### src/rtl/des_pkg.sv
// Shared DES constants: permutation tables, S-boxes, rotation schedule and controller states.
// Tables use DES numbering (position 1 = most significant bit).
package des_pkg;

   localparam int BLK_W    = 64;
   localparam int HALF_W   = 32;
   localparam int KEY56_W  = 56;
   localparam int SUBKEY_W = 48;

   typedef enum logic [1:0] {IDLE, ROUND, DONE} state_t;

   localparam int IP_T [64] = '{
      58, 50, 42, 34, 26, 18, 10, 2,  60, 52, 44, 36, 28, 20, 12, 4,
      62, 54, 46, 38, 30, 22, 14, 6,  64, 56, 48, 40, 32, 24, 16, 8,
      57, 49, 41, 33, 25, 17,  9, 1,  59, 51, 43, 35, 27, 19, 11, 3,
      61, 53, 45, 37, 29, 21, 13, 5,  63, 55, 47, 39, 31, 23, 15, 7};

   localparam int FP_T [64] = '{
      40, 8, 48, 16, 56, 24, 64, 32,  39, 7, 47, 15, 55, 23, 63, 31,
      38, 6, 46, 14, 54, 22, 62, 30,  37, 5, 45, 13, 53, 21, 61, 29,
      36, 4, 44, 12, 52, 20, 60, 28,  35, 3, 43, 11, 51, 19, 59, 27,
      34, 2, 42, 10, 50, 18, 58, 26,  33, 1, 41,  9, 49, 17, 57, 25};

   localparam int PC1_T [56] = '{
      57, 49, 41, 33, 25, 17,  9,   1, 58, 50, 42, 34, 26, 18,
      10,  2, 59, 51, 43, 35, 27,  19, 11,  3, 60, 52, 44, 36,
      63, 55, 47, 39, 31, 23, 15,   7, 62, 54, 46, 38, 30, 22,
      14,  6, 61, 53, 45, 37, 29,  21, 13,  5, 28, 20, 12,  4};

   localparam int PC2_T [48] = '{
      14, 17, 11, 24,  1,  5,   3, 28, 15,  6, 21, 10,
      23, 19, 12,  4, 26,  8,  16,  7, 27, 20, 13,  2,
      41, 52, 31, 37, 47, 55,  30, 40, 51, 45, 33, 48,
      44, 49, 39, 56, 34, 53,  46, 42, 50, 36, 29, 32};

   localparam int E_T [48] = '{
      32,  1,  2,  3,  4,  5,   4,  5,  6,  7,  8,  9,
       8,  9, 10, 11, 12, 13,  12, 13, 14, 15, 16, 17,
      16, 17, 18, 19, 20, 21,  20, 21, 22, 23, 24, 25,
      24, 25, 26, 27, 28, 29,  28, 29, 30, 31, 32,  1};

   localparam int P_T [32] = '{
      16,  7, 20, 21, 29, 12, 28, 17,   1, 15, 23, 26,  5, 18, 31, 10,
       2,  8, 24, 14, 32, 27,  3,  9,  19, 13, 30,  6, 22, 11,  4, 25};

   // Each S-box is 64 nibbles, entry (row*16+col) counted from the most significant nibble.
   localparam logic [255:0] SBOX [8] = '{
      {64'hE4D12FB83A6C5907, 64'h0F74E2D1A6CB9538, 64'h41E8D62BFC973A50, 64'hFC8249175B3EA06D},
      {64'hF18E6B34972DC05A, 64'h3D47F28EC01A69B5, 64'h0E7BA4D158C6932F, 64'hD8A13F42B67C05E9},
      {64'hA09E63F51DC7B428, 64'hD709346A285ECBF1, 64'hD6498F30B12C5AE7, 64'h1AD069874FE3B52C},
      {64'h7DE3069A1285BC4F, 64'hD8B56F03472C1AE9, 64'hA690CB7DF13E5284, 64'h3F06A1D8945BC72E},
      {64'h2C417AB6853FD0E9, 64'hEB2C47D150FA3986, 64'h421BAD78F9C5630E, 64'hB8C71E2D6F09A453},
      {64'hC1AF92680D34E75B, 64'hAF427C9561DE0B38, 64'h9EF528C3704A1DB6, 64'h432C95FABE17608D},
      {64'h4B2EF08D3C975A61, 64'hD0B7491AE35C2F86, 64'h14BDC37EAF680592, 64'h6BD814A7950FE23C},
      {64'hD2846FB1A93E50C7, 64'h1FD8A374C56B0E92, 64'h7B419CE206ADF358, 64'h21E74A8DFC90356B}};

   localparam int SHIFT [16] = '{1, 1, 2, 2, 2, 2, 2, 2, 1, 2, 2, 2, 2, 2, 2, 1};

endpackage

### src/rtl/des_key_sched.sv
// On-the-fly DES key schedule: PC1 load, per-round rotate (left to encrypt, right to decrypt), PC2 subkey.
module des_key_sched
   import des_pkg::*;
(
   input  logic                clk,
   input  logic                rst,
   input  logic                load,
   input  logic                step,
   input  logic                decrypt,
   input  logic [3:0]          cnt,
   input  logic [BLK_W-1:0]    key,
   output logic [SUBKEY_W-1:0] subkey
);

   localparam int CD_HALF = KEY56_W / 2;

   logic [KEY56_W-1:0] cd_reg;
   logic [KEY56_W-1:0] cd_rot;
   logic [KEY56_W-1:0] pc1_out;
   logic [CD_HALF-1:0] c_cur, d_cur, c_rot, d_rot;
   logic               two;
   logic [7:0]         key_parity_unused;

   genvar gi;
   generate
      for (gi = 0; gi < KEY56_W; gi++) begin : g_pc1
         assign pc1_out[KEY56_W-1-gi] = key[BLK_W-PC1_T[gi]];
      end
      for (gi = 0; gi < 8; gi++) begin : g_par
         assign key_parity_unused[gi] = key[8*gi];
      end
   endgenerate

   assign c_cur = cd_reg[KEY56_W-1:CD_HALF];
   assign d_cur = cd_reg[CD_HALF-1:0];

   // Decrypt walks the schedule backwards, so it undoes the shift of the mirrored round.
   assign two = (SHIFT[decrypt ? 4'd15 - cnt : cnt] == 2);

   always_comb begin
      if (decrypt) begin
         c_rot = two ? {c_cur[1:0], c_cur[27:2]} : {c_cur[0], c_cur[27:1]};
         d_rot = two ? {d_cur[1:0], d_cur[27:2]} : {d_cur[0], d_cur[27:1]};
      end else begin
         c_rot = two ? {c_cur[25:0], c_cur[27:26]} : {c_cur[26:0], c_cur[27]};
         d_rot = two ? {d_cur[25:0], d_cur[27:26]} : {d_cur[26:0], d_cur[27]};
      end
   end

   assign cd_rot = {c_rot, d_rot};

   // Encrypt uses the freshly rotated halves; decrypt uses the held halves before rotating.
   generate
      for (gi = 0; gi < SUBKEY_W; gi++) begin : g_pc2
         assign subkey[SUBKEY_W-1-gi] = decrypt ? cd_reg[KEY56_W-PC2_T[gi]]
                                                : cd_rot[KEY56_W-PC2_T[gi]];
      end
   endgenerate

   always_ff @(posedge clk or negedge rst) begin
      if (!rst) begin
         cd_reg <= '0;
      end else if (load) begin
         cd_reg <= pc1_out;
      end else if (step) begin
         cd_reg <= cd_rot;
      end
   end

endmodule

### src/rtl/round.sv
// One combinational DES Feistel round: out_left = in_right, out_right = in_left ^ f(in_right, subkey).
module round
   import des_pkg::*;
(
   input  logic [SUBKEY_W-1:0] subkey,
   input  logic [HALF_W-1:0]   in_left,
   input  logic [HALF_W-1:0]   in_right,
   output logic [HALF_W-1:0]   out_left,
   output logic [HALF_W-1:0]   out_right
);

   logic [SUBKEY_W-1:0] expanded;
   logic [SUBKEY_W-1:0] mixed;
   logic [HALF_W-1:0]   sbox_out;
   logic [HALF_W-1:0]   f_out;

   genvar gi;
   generate
      for (gi = 0; gi < SUBKEY_W; gi++) begin : g_expand
         assign expanded[SUBKEY_W-1-gi] = in_right[HALF_W-E_T[gi]];
      end

      // Six-bit group selects row {b1,b6} and column b2..b5; ~index converts to a right-shift count.
      for (gi = 0; gi < 8; gi++) begin : g_sbox
         logic [5:0] six;
         logic [5:0] entry;
         assign six   = mixed[SUBKEY_W-1-6*gi -: 6];
         assign entry = {six[5], six[0], six[4:1]};
         assign sbox_out[HALF_W-1-4*gi -: 4] = 4'(SBOX[gi] >> {~entry, 2'b00});
      end

      for (gi = 0; gi < HALF_W; gi++) begin : g_pbox
         assign f_out[HALF_W-1-gi] = sbox_out[HALF_W-P_T[gi]];
      end
   endgenerate

   assign mixed     = expanded ^ subkey;
   assign out_left  = in_right;
   assign out_right = in_left ^ f_out;

endmodule

### src/rtl/des_iter_ctrl.sv
// Iterative DES controller: one Feistel round per cycle, 16 cycles per block, valid/ready on both sides.
// Optional key parity check enabled by defining DES_KEY_PARITY_CHECK_EN.
module des_iter_ctrl
   import des_pkg::*;
#(
   parameter int BYPASS_IPFP = 0
) (
   input  logic             clk,
   input  logic             rst,
   input  logic             in_valid,
   output logic             in_ready,
   input  logic [BLK_W-1:0] in_block,
   input  logic [BLK_W-1:0] in_key,
   input  logic             in_decrypt,
   output logic             out_valid,
   input  logic             out_ready,
   output logic [BLK_W-1:0] out_block,
   output logic             busy,
   output logic [3:0]       round_idx,
   output logic             key_err
);

   state_t              state_reg, state_next;
   logic [3:0]          cnt_reg;
   logic [HALF_W-1:0]   l_reg, r_reg;
   logic                decrypt_reg;
   logic [BLK_W-1:0]    out_block_reg;
   logic                out_valid_reg;
   logic                accept, step, finish, key_ok;
   logic [BLK_W-1:0]    ip_out, fp_in, fp_out;
   logic [SUBKEY_W-1:0] subkey;
   logic [HALF_W-1:0]   rnd_left, rnd_right;

   genvar gi;
   generate
      if (BYPASS_IPFP != 0) begin : g_raw
         assign ip_out = in_block;
         assign fp_out = fp_in;
      end else begin : g_perm
         for (gi = 0; gi < BLK_W; gi++) begin : g_bit
            assign ip_out[BLK_W-1-gi] = in_block[BLK_W-IP_T[gi]];
            assign fp_out[BLK_W-1-gi] = fp_in[BLK_W-FP_T[gi]];
         end
      end
   endgenerate

`ifdef DES_KEY_PARITY_CHECK_EN
   logic [7:0] byte_odd;
   logic       key_err_reg;
   generate
      for (gi = 0; gi < 8; gi++) begin : g_parity
         assign byte_odd[gi] = ^in_key[8*gi +: 8];
      end
   endgenerate
   assign key_ok = &byte_odd;

   // A rejected key leaves the FSM in IDLE; only the sticky flag records it.
   always_ff @(posedge clk or negedge rst) begin
      if (!rst) begin
         key_err_reg <= 1'b0;
      end else if (state_reg == IDLE && in_valid && !key_ok) begin
         key_err_reg <= 1'b1;
      end
   end
   assign key_err = key_err_reg;
`else
   assign key_ok  = 1'b1;
   assign key_err = 1'b0;
`endif

   des_key_sched u_key_sched (
      .clk     (clk),
      .rst     (rst),
      .load    (accept),
      .step    (step),
      .decrypt (decrypt_reg),
      .cnt     (cnt_reg),
      .key     (in_key),
      .subkey  (subkey)
   );

   round u_round (
      .subkey    (subkey),
      .in_left   (l_reg),
      .in_right  (r_reg),
      .out_left  (rnd_left),
      .out_right (rnd_right)
   );

   // Final swap: the last round's halves are exchanged before FP.
   assign fp_in = {rnd_right, rnd_left};

   always_ff @(posedge clk or negedge rst) begin
      if (!rst) begin
         state_reg <= IDLE;
      end else begin
         state_reg <= state_next;
      end
   end

   always_comb begin
      state_next = state_reg;
      in_ready   = 1'b0;
      accept     = 1'b0;
      step       = 1'b0;
      finish     = 1'b0;
      case (state_reg)
         IDLE: begin
            in_ready = 1'b1;
            if (in_valid && key_ok) begin
               accept     = 1'b1;
               state_next = ROUND;
            end
         end
         ROUND: begin
            step = 1'b1;
            if (cnt_reg == 4'd15) begin
               finish     = 1'b1;
               state_next = DONE;
            end
         end
         DONE: begin
            if (out_ready) state_next = IDLE;
         end
         default: state_next = IDLE;
      endcase
   end

   always_ff @(posedge clk or negedge rst) begin
      if (!rst) begin
         cnt_reg       <= '0;
         l_reg         <= '0;
         r_reg         <= '0;
         decrypt_reg   <= 1'b0;
         out_block_reg <= '0;
         out_valid_reg <= 1'b0;
      end else begin
         if (accept) begin
            l_reg       <= ip_out[BLK_W-1:HALF_W];
            r_reg       <= ip_out[HALF_W-1:0];
            decrypt_reg <= in_decrypt;
            cnt_reg     <= '0;
         end else if (step) begin
            l_reg   <= rnd_left;
            r_reg   <= rnd_right;
            cnt_reg <= cnt_reg + 4'd1;
         end
         if (finish) begin
            out_block_reg <= fp_out;
            out_valid_reg <= 1'b1;
         end else if (out_valid_reg && out_ready) begin
            out_valid_reg <= 1'b0;
         end
      end
   end

   assign out_valid = out_valid_reg;
   assign out_block = out_block_reg;
   assign busy      = (state_reg != IDLE);
   assign round_idx = (state_reg == ROUND) ? cnt_reg : 4'd0;

endmodule

### config.mk
export PLATFORM = sky130hd
export DESIGN_NAME = des_iter_ctrl
export DESIGN_NICKNAME = d
export VERILOG_FILES = /design/src/rtl/des_pkg.sv /design/src/rtl/des_key_sched.sv /design/src/rtl/round.sv /design/src/rtl/des_iter_ctrl.sv
export SDC_FILE = /design/constraint.sdc
export NUM_CORES = 1
export LEC_CHECK = 0
export ABC_AREA = 1
export CAP_MARGIN = 10
export CELL_PAD_IN_SITES_DETAIL_PLACEMENT = 1
export CELL_PAD_IN_SITES_GLOBAL_PLACEMENT = 1
export CORE_UTILIZATION = 43
export DETAILED_ROUTE_END_ITERATION = 8
export HOLD_SLACK_MARGIN = 0.06
export MAX_ROUTING_LAYER = met4
export PLACE_DENSITY = 0.85
export SKIP_LAST_GASP = 1
export SYNTH_ARGS = -nofsm -noshare
export SYNTH_HDL_FRONTEND = slang
export SYNTH_SLANG_ARGS = --single-unit
### constraint.sdc
create_clock -name clk -period 8.6 [get_ports clk]
set_clock_uncertainty 0.2 [all_clocks]
set_input_delay 1.72 -clock clk [delete_from_list [all_inputs] [get_ports clk]]
set_output_delay 1.72 -clock clk [all_outputs]
set_load 0.005 [all_outputs]
; Word level (Yosys, flattened, before mapping)
; Memory sizes are Yosys's and may differ from the RTL's.
; Index checks and enable logic that the tools add are counted.
[totals]
elab_cells = 122
romBits = 512
mem_count = 1
input_bits = 133
latchBits = 0
reg_bits = 192
out_inout_bits = 72
ram_bits = 0
[classes]
magnitude_cmp = 1
shifts = 8
eq_ne = 7
mul = 0
div_mod_pow = 0
addsub = 2
reduce_logical = 6
muxes = 78
bitwise_logic = 11
[memory_table]
columns = memory, depth, word_bits, rd, rd_ports_with_merged_regs, write_ports, line
row1 = (name not given), 16, 32, 1, 0, 0, des_key_sched.sv:38  ; assign two = (SHIFT[decrypt ? 4'd15 - cnt : cnt] == 2);
[op_table]
columns = operator, n
row1 = $shr A256 B8 Y4 const A, 5
row2 = $shr A255 B8 Y4 const A, 2
row3 = $shr A254 B8 Y4 const A, 1
row4 = $mux W32, 6
row5 = $mux W28, 6
row6 = $mux W56, 2
row7 = $mux W1, 56
row8 = $not A6 Y6, 8
row9 = $xor A48 B48 Y48, 1
row10 = $eq A32 B3 Y1 const B, 1
row11 = $xor A32 B32 Y32, 1
row12 = $mux W4, 4
row13 = $mux W2, 3
row14 = $ne A2 B2 Y1 const B, 3
row15 = $pmux W2 S3, 1
row16 = $reduce_bool A2 Y1, 3
row17 = $ge A5 B5 Y1 const B, 1
row18 = $not A4 Y5, 1
row19 = $add A4 B1 Y4 const B, 1
row20 = $eq A4 B4 Y1 const B, 1
row21 = $sub A4 B4 Y4 const A, 1
row22 = $reduce_and A3 Y1, 1
row23 = $eq A2 B1 Y1 const B, 1
row24 = $eq A2 B2 Y1 const B, 1
row25 = 2 further kinds, 2

; Logic depth before layout (Yosys ltp)
[logic_depth]
depth_word = 16
ltp_mapped = 26

; By module
; A second synthesis with hierarchy kept.
[hier_totals]
cells_unflattened = 2622
area_unflattened_um2 = 15972.8
[modules_own_cells]
columns = mod, instances, cells_per_inst, area_per_inst_um2
row1 = round, 1, 1226, 6015.8
row2 = des_iter_ctrl, 1, 624, 5491.5
row3 = des_key_sched, 1, 772, 4465.5

; Worst setup path before layout
; Ideal clock, no wire load.
[synth_path]
path_type = in2reg
start = input port in_valid
end = register u_key_sched.cd_reg[21]
t_arrival_ns = 2.910
required_time_ns = 8.280
path_slack_ns = 5.371
cell_stages = 9
path_cell_list = nand2_1 > inv_1 > nor2_1 > inv_1 > clkbuf_1 > clkbuf_1 > nand4_1 > o21ai_0 > inv_1
[synth_via]
elab_chain_cells = 3
[synth_rtl]
columns = item, line
row1 = from (decl), des_iter_ctrl.sv:10  ; input logic in_valid,
row2 = $mux W1 (*), des_iter_ctrl.sv:110  ; if (in_valid && key_ok) begin
row3 = $mux W1 (*), des_iter_ctrl.sv:107  ; case (state_reg)
row4 = $mux W56 / $reduce_bool A2 Y1 (equally long branches), --
row5 = to (signal assigned), des_key_sched.sv:64  ; cd_reg <= pc1_out;
row6 = to (signal assigned), des_key_sched.sv:66  ; cd_reg <= cd_rot;
row7 = to (decl), des_key_sched.sv:17  ; logic [KEY56_W-1:0] cd_reg;
; Mark *: on every way between the ends. The rest lies on a longest branch, timed or not.
; A chain may end at the register's enable or synchronous reset.

; Final worst setup path
[layout_path]
start = register decrypt_reg
end = register r_reg[7]
[layout_via]
elab_chain_cells = 15
[layout_rtl]
columns = item, line
row1 = from (decl), des_iter_ctrl.sv:26  ; logic decrypt_reg;
row2 = from (signal assigned), des_iter_ctrl.sv:141  ; decrypt_reg <= in_decrypt;
row3 = $mux W4, des_key_sched.sv:38
row4 = $not A4 Y5, des_key_sched.sv:38
row5 = $mem_v2 Z16 W32, --
row6 = $mux W32 (2 in a row), des_key_sched.sv:38
row7 = $eq A32 B3 Y1, des_key_sched.sv:38
row8 = "$mux W28, on equally long branches", "des_key_sched.sv:46, des_key_sched.sv:43"
row9 = $mux W28, des_key_sched.sv:41  ; if (decrypt) begin
row10 = $mux W1, des_key_sched.sv:55  ; assign subkey[SUBKEY_W-1-gi] = decrypt ? cd_reg[KEY56_W-PC2_T[gi]]
row11 = $xor A48 B48 Y48 (*), round.sv:37  ; assign mixed = expanded ^ subkey;
row12 = $not A6 Y6 (*), round.sv:29  ; assign sbox_out[HALF_W-1-4*gi -: 4] = 4'(SBOX[gi] >> {~entry, 2'b00});
row13 = $shr A254 B8 Y4 (*), round.sv:29
row14 = $xor A32 B32 Y32 (*), round.sv:39  ; assign out_right = in_left ^ f_out;
row15 = $mux W32 (*), des_iter_ctrl.sv:143  ; end else if (step) begin
row16 = $mux W32 (*), des_iter_ctrl.sv:138  ; if (accept) begin
row17 = to (signal assigned), des_iter_ctrl.sv:140  ; r_reg <= ip_out[HALF_W-1:0];
row18 = to (signal assigned), des_iter_ctrl.sv:145  ; r_reg <= rnd_right;
row19 = to (decl), des_iter_ctrl.sv:25  ; logic [HALF_W-1:0] l_reg, r_reg;
; Mark *: on every way between the ends. The rest lies on a longest branch, timed or not. The select of a mux whose other input is x is not followed.

==> flow_summary_export.csv <==
group,metric,value,unit
status,status,"finished, final reports clean",
setup_path,crit_required,8.75,ns
cts,cts_resized,0,
grt,antenna_found_initial,0,
sta,fin_crit,5.47,ns
sta,finalSetupViolCount,0,
sta,hold_viol,0,
cts,tritoncts,"done",
setup_path,crit_top_cell,"nand2_1",
floorplanning,design.portCount,205,
cts,htree_levels,4,
synth,synth_xor_area_frac,0.00631,
synth,avgSynthCellArea,6.23,µm²
floorplanning,die_y,194,µm
cells_and_area,largest_register_ffs,64,
floorplanning,die_w,194,µm
setup_path,worstPathCellList,"buf_4, nand2_1, inv_1, nor2_1, nand2_2, nand2_4, inv_2, nor2_1, o21ai_1, o21ai_0, xor2_1, inv_2, nand3_1, nand2_1, nand2_1, nand2_1, nand2_1, nand2_1",
setup_path,end_kind,"register",
cts,postCtsSetupBuffers,0,
setup_path,cp_slowest_cell,"xor2_1",
synth,synth_area_leaders,"dfrtp_1, nand2_1, nand3_1",
floorplanning,die_area,37700,µm²
synth,synth_top_family_by_area,"simple AND/OR/NAND/NOR gates",
setup_path,worstPathMaxFanout,77,
synth,synth_compound_area_frac,0.111,
sta,setup-tns-final,0,ns
synth,ys_types,33,
detailed_routing,wl_per_cell,21.9,µm
cts,clockBufferDepth,2,
grt,grt_pass1_wl,107000,µm
detailed_routing,route.detailed.drc,0,
floorplanning,rows,70,
detailed_routing,first_pass_iters,5,
hold_path,hold_path_startpoint,"out_block[48]$_DFFE_PN0P_",
synth,synthArstFlopShare,1.00,
synth,synth_top_area_frac,0.303,
detailed_routing,drt_iter0_drc,1561,
synth,synth_most_common_cell,"nand2_1",
setup_path,r2r_end,"r_reg[7]$_DFFE_PN0P_",
sta,rsz0062_at_grt,"false",
placed_design,place_congestion,0.949,
setup_path,regToRegStartpoint,"decrypt_reg$_DFFE_PN0P_",
synth,synth_common_cells,"nand2_1, nand3_1, inv_1",
setup_path,cp.arrival,5.63,ns
sta,slew_viol_final,0,
cells_and_area,antennaDiodeCount,0,
cells_and_area,num-fill-cells,5006,
synth,ys_ff_latch,192,
synth,yosysTopAreaCell,"dfrtp_1",
detailed_routing,via_count,18600,
placed_design,dpl_cell_area,18000,µm²
cts,clock_sinks,192,
synth,synth_edf_count,0,
cells_and_area,layout-drive-gt1-share,0.0436,
run,cap_violations,0,
placed_design,numPortBuffers,195,
setup_path,ff2ff_path_depth,18,
floorplanning,initial_core_util,0.436,
sta,slew_headroom,0.355,
cts,numCtsBuffers,17,
cts,insertion_delay,0.48,ns
floorplanning,coreArea,36400,µm²
detailed_routing,wl,69100,µm
synth,synth_cells,2548,
cts,cts_root_buf,"clkbuf_16",
grt,grt_usage,0.381,
synth,ys.flop_type,"dfrtp_1",
cts,path_clk_slew,0.07,ns
sta,fin_crit_sh,0.637,
cts,ctsHoldBuffers,0,
synth,yosysSeqAreaShare,0.303,
grt,grt_max_degree,83,
synth,yosysWarnings,0,
synth,syn-num-nets,2744,
setup_path,cpPeakStageDelay,0.77,ns
grt,grt_pass1_vias,18900,
cells_and_area,fin_area,18600,µm²
sta,fmax,183,MHz
hold_path,min_path_type,"register to register",
placed_design,place_hpwl,52000,µm
hold_path,hold_depth,2,
synth,netlist_area,15900,µm²
cells_and_area,synthToLayoutAreaGrowth,17.4,%
setup_path,cp-start-kind,"register",
synth,synth_simple_gate_area_frac,0.439,
synth,synthMuxAreaShare,0,
synth,synthAdderAreaFrac,0.0497,
detailed_routing,ant_nets,0,
setup_path,reg2reg_slack,3.13,ns
hold_path,hold_end,"out_block[48]$_DFFE_PN0P_",
cells_and_area,nets,2870,
sta,tightest_slew,0.958,ns
grt,grt_overflow_total,0,
detailed_routing,avgViaCountPerCell,5.90,
setup_path,path_class,"register to register",
## routing by layer
layer	global-route usage	part of all wire
met1	0.481	0.42
met5	-	0
met2	0.588	0.46
met4	0.186	0.049
met3	0.0670	0.071
## critical path: cells and delay by family, from the launching register on
kind / cells / cell delay, ns
flops: 1 / 0.35
compound gates: 2 / 0.56
xor+xnor: 1 / 0.77
buf+inv: 4 / 1.53
simple gates: 11 / 1.90
## layout make-up
type	instances	area, µm²	share of cell area
Clock buffer	21	460	0.0247
Sequential cell	192	4810	0.258
Tap cell	468	586	0.0314
Clock inverter	10	125	0.00672
Multi-Input combinational cell	2002	9620	0.516
Inverter	246	927	0.0498
Timing Repair Buffer	215	2110	0.113
## worst max path at each step
stage                            startpoint                            endpoint  slack, ns  cells past startpoint
finish              decrypt_reg$_DFFE_PN0P_                r_reg[7]$_DFFE_PN0P_       3.13                     18
global route        decrypt_reg$_DFFE_PN0P_            out_block[0]$_DFFE_PN0P_       2.80                     18
CTS                 decrypt_reg$_DFFE_PN0P_            out_block[0]$_DFFE_PN0P_       3.27                     18
detailed placement  decrypt_reg$_DFFE_PN0P_                r_reg[7]$_DFFE_PN0P_       3.29                     18
global placement    decrypt_reg$_DFFE_PN0P_                r_reg[7]$_DFFE_PN0P_       3.40                     18
floorplan                          in_valid  u_key_sched.cd_reg[21]$_DFFE_PN0P_       5.37                      9
## logic make-up after synthesis
group	after synthesis
compound gates	297
xor+xnor	8
fa+ha+maj	63
buf+inv	354
flops	192
other cells	1
simple gates	1633
## metrics by stage
step | instances | worst slack, ns | util | hold slack [ns]
floorplan | 2548 | 5.37 | - | 0.269
global placement | 3123 | 3.40 | 0.495 | 0.263
detailed placement | 3123 | 3.29 | 0.495 | 0.267
CTS | 3154 | 3.27 | 0.511 | 0.286
global route | 3154 | 2.80 | 0.511 | 0.303
finish | 3154 | 3.13 | 0.511 | 0.284
## placed cells by master, fill, tap and decap left out, types with 11 or more instances in the layout
master,instances
nand2_1,999
nand3_1,540
inv_1,229
clkdlybuf4s50_1,194
dfrtp_1,191
o21ai_0,152
ha_1,63
o211ai_1,43
nor2_1,42
a21oi_1,36
nand2_2,28
buf_4,20
clkbuf_16,17
o21ai_1,15
o22ai_1,15
o32ai_1,14
inv_2,12
o221ai_1,11
Power is left out: the tool's default activity adds up to more than one toggle a clock period on the data nets, which glitch-free logic cannot reach.
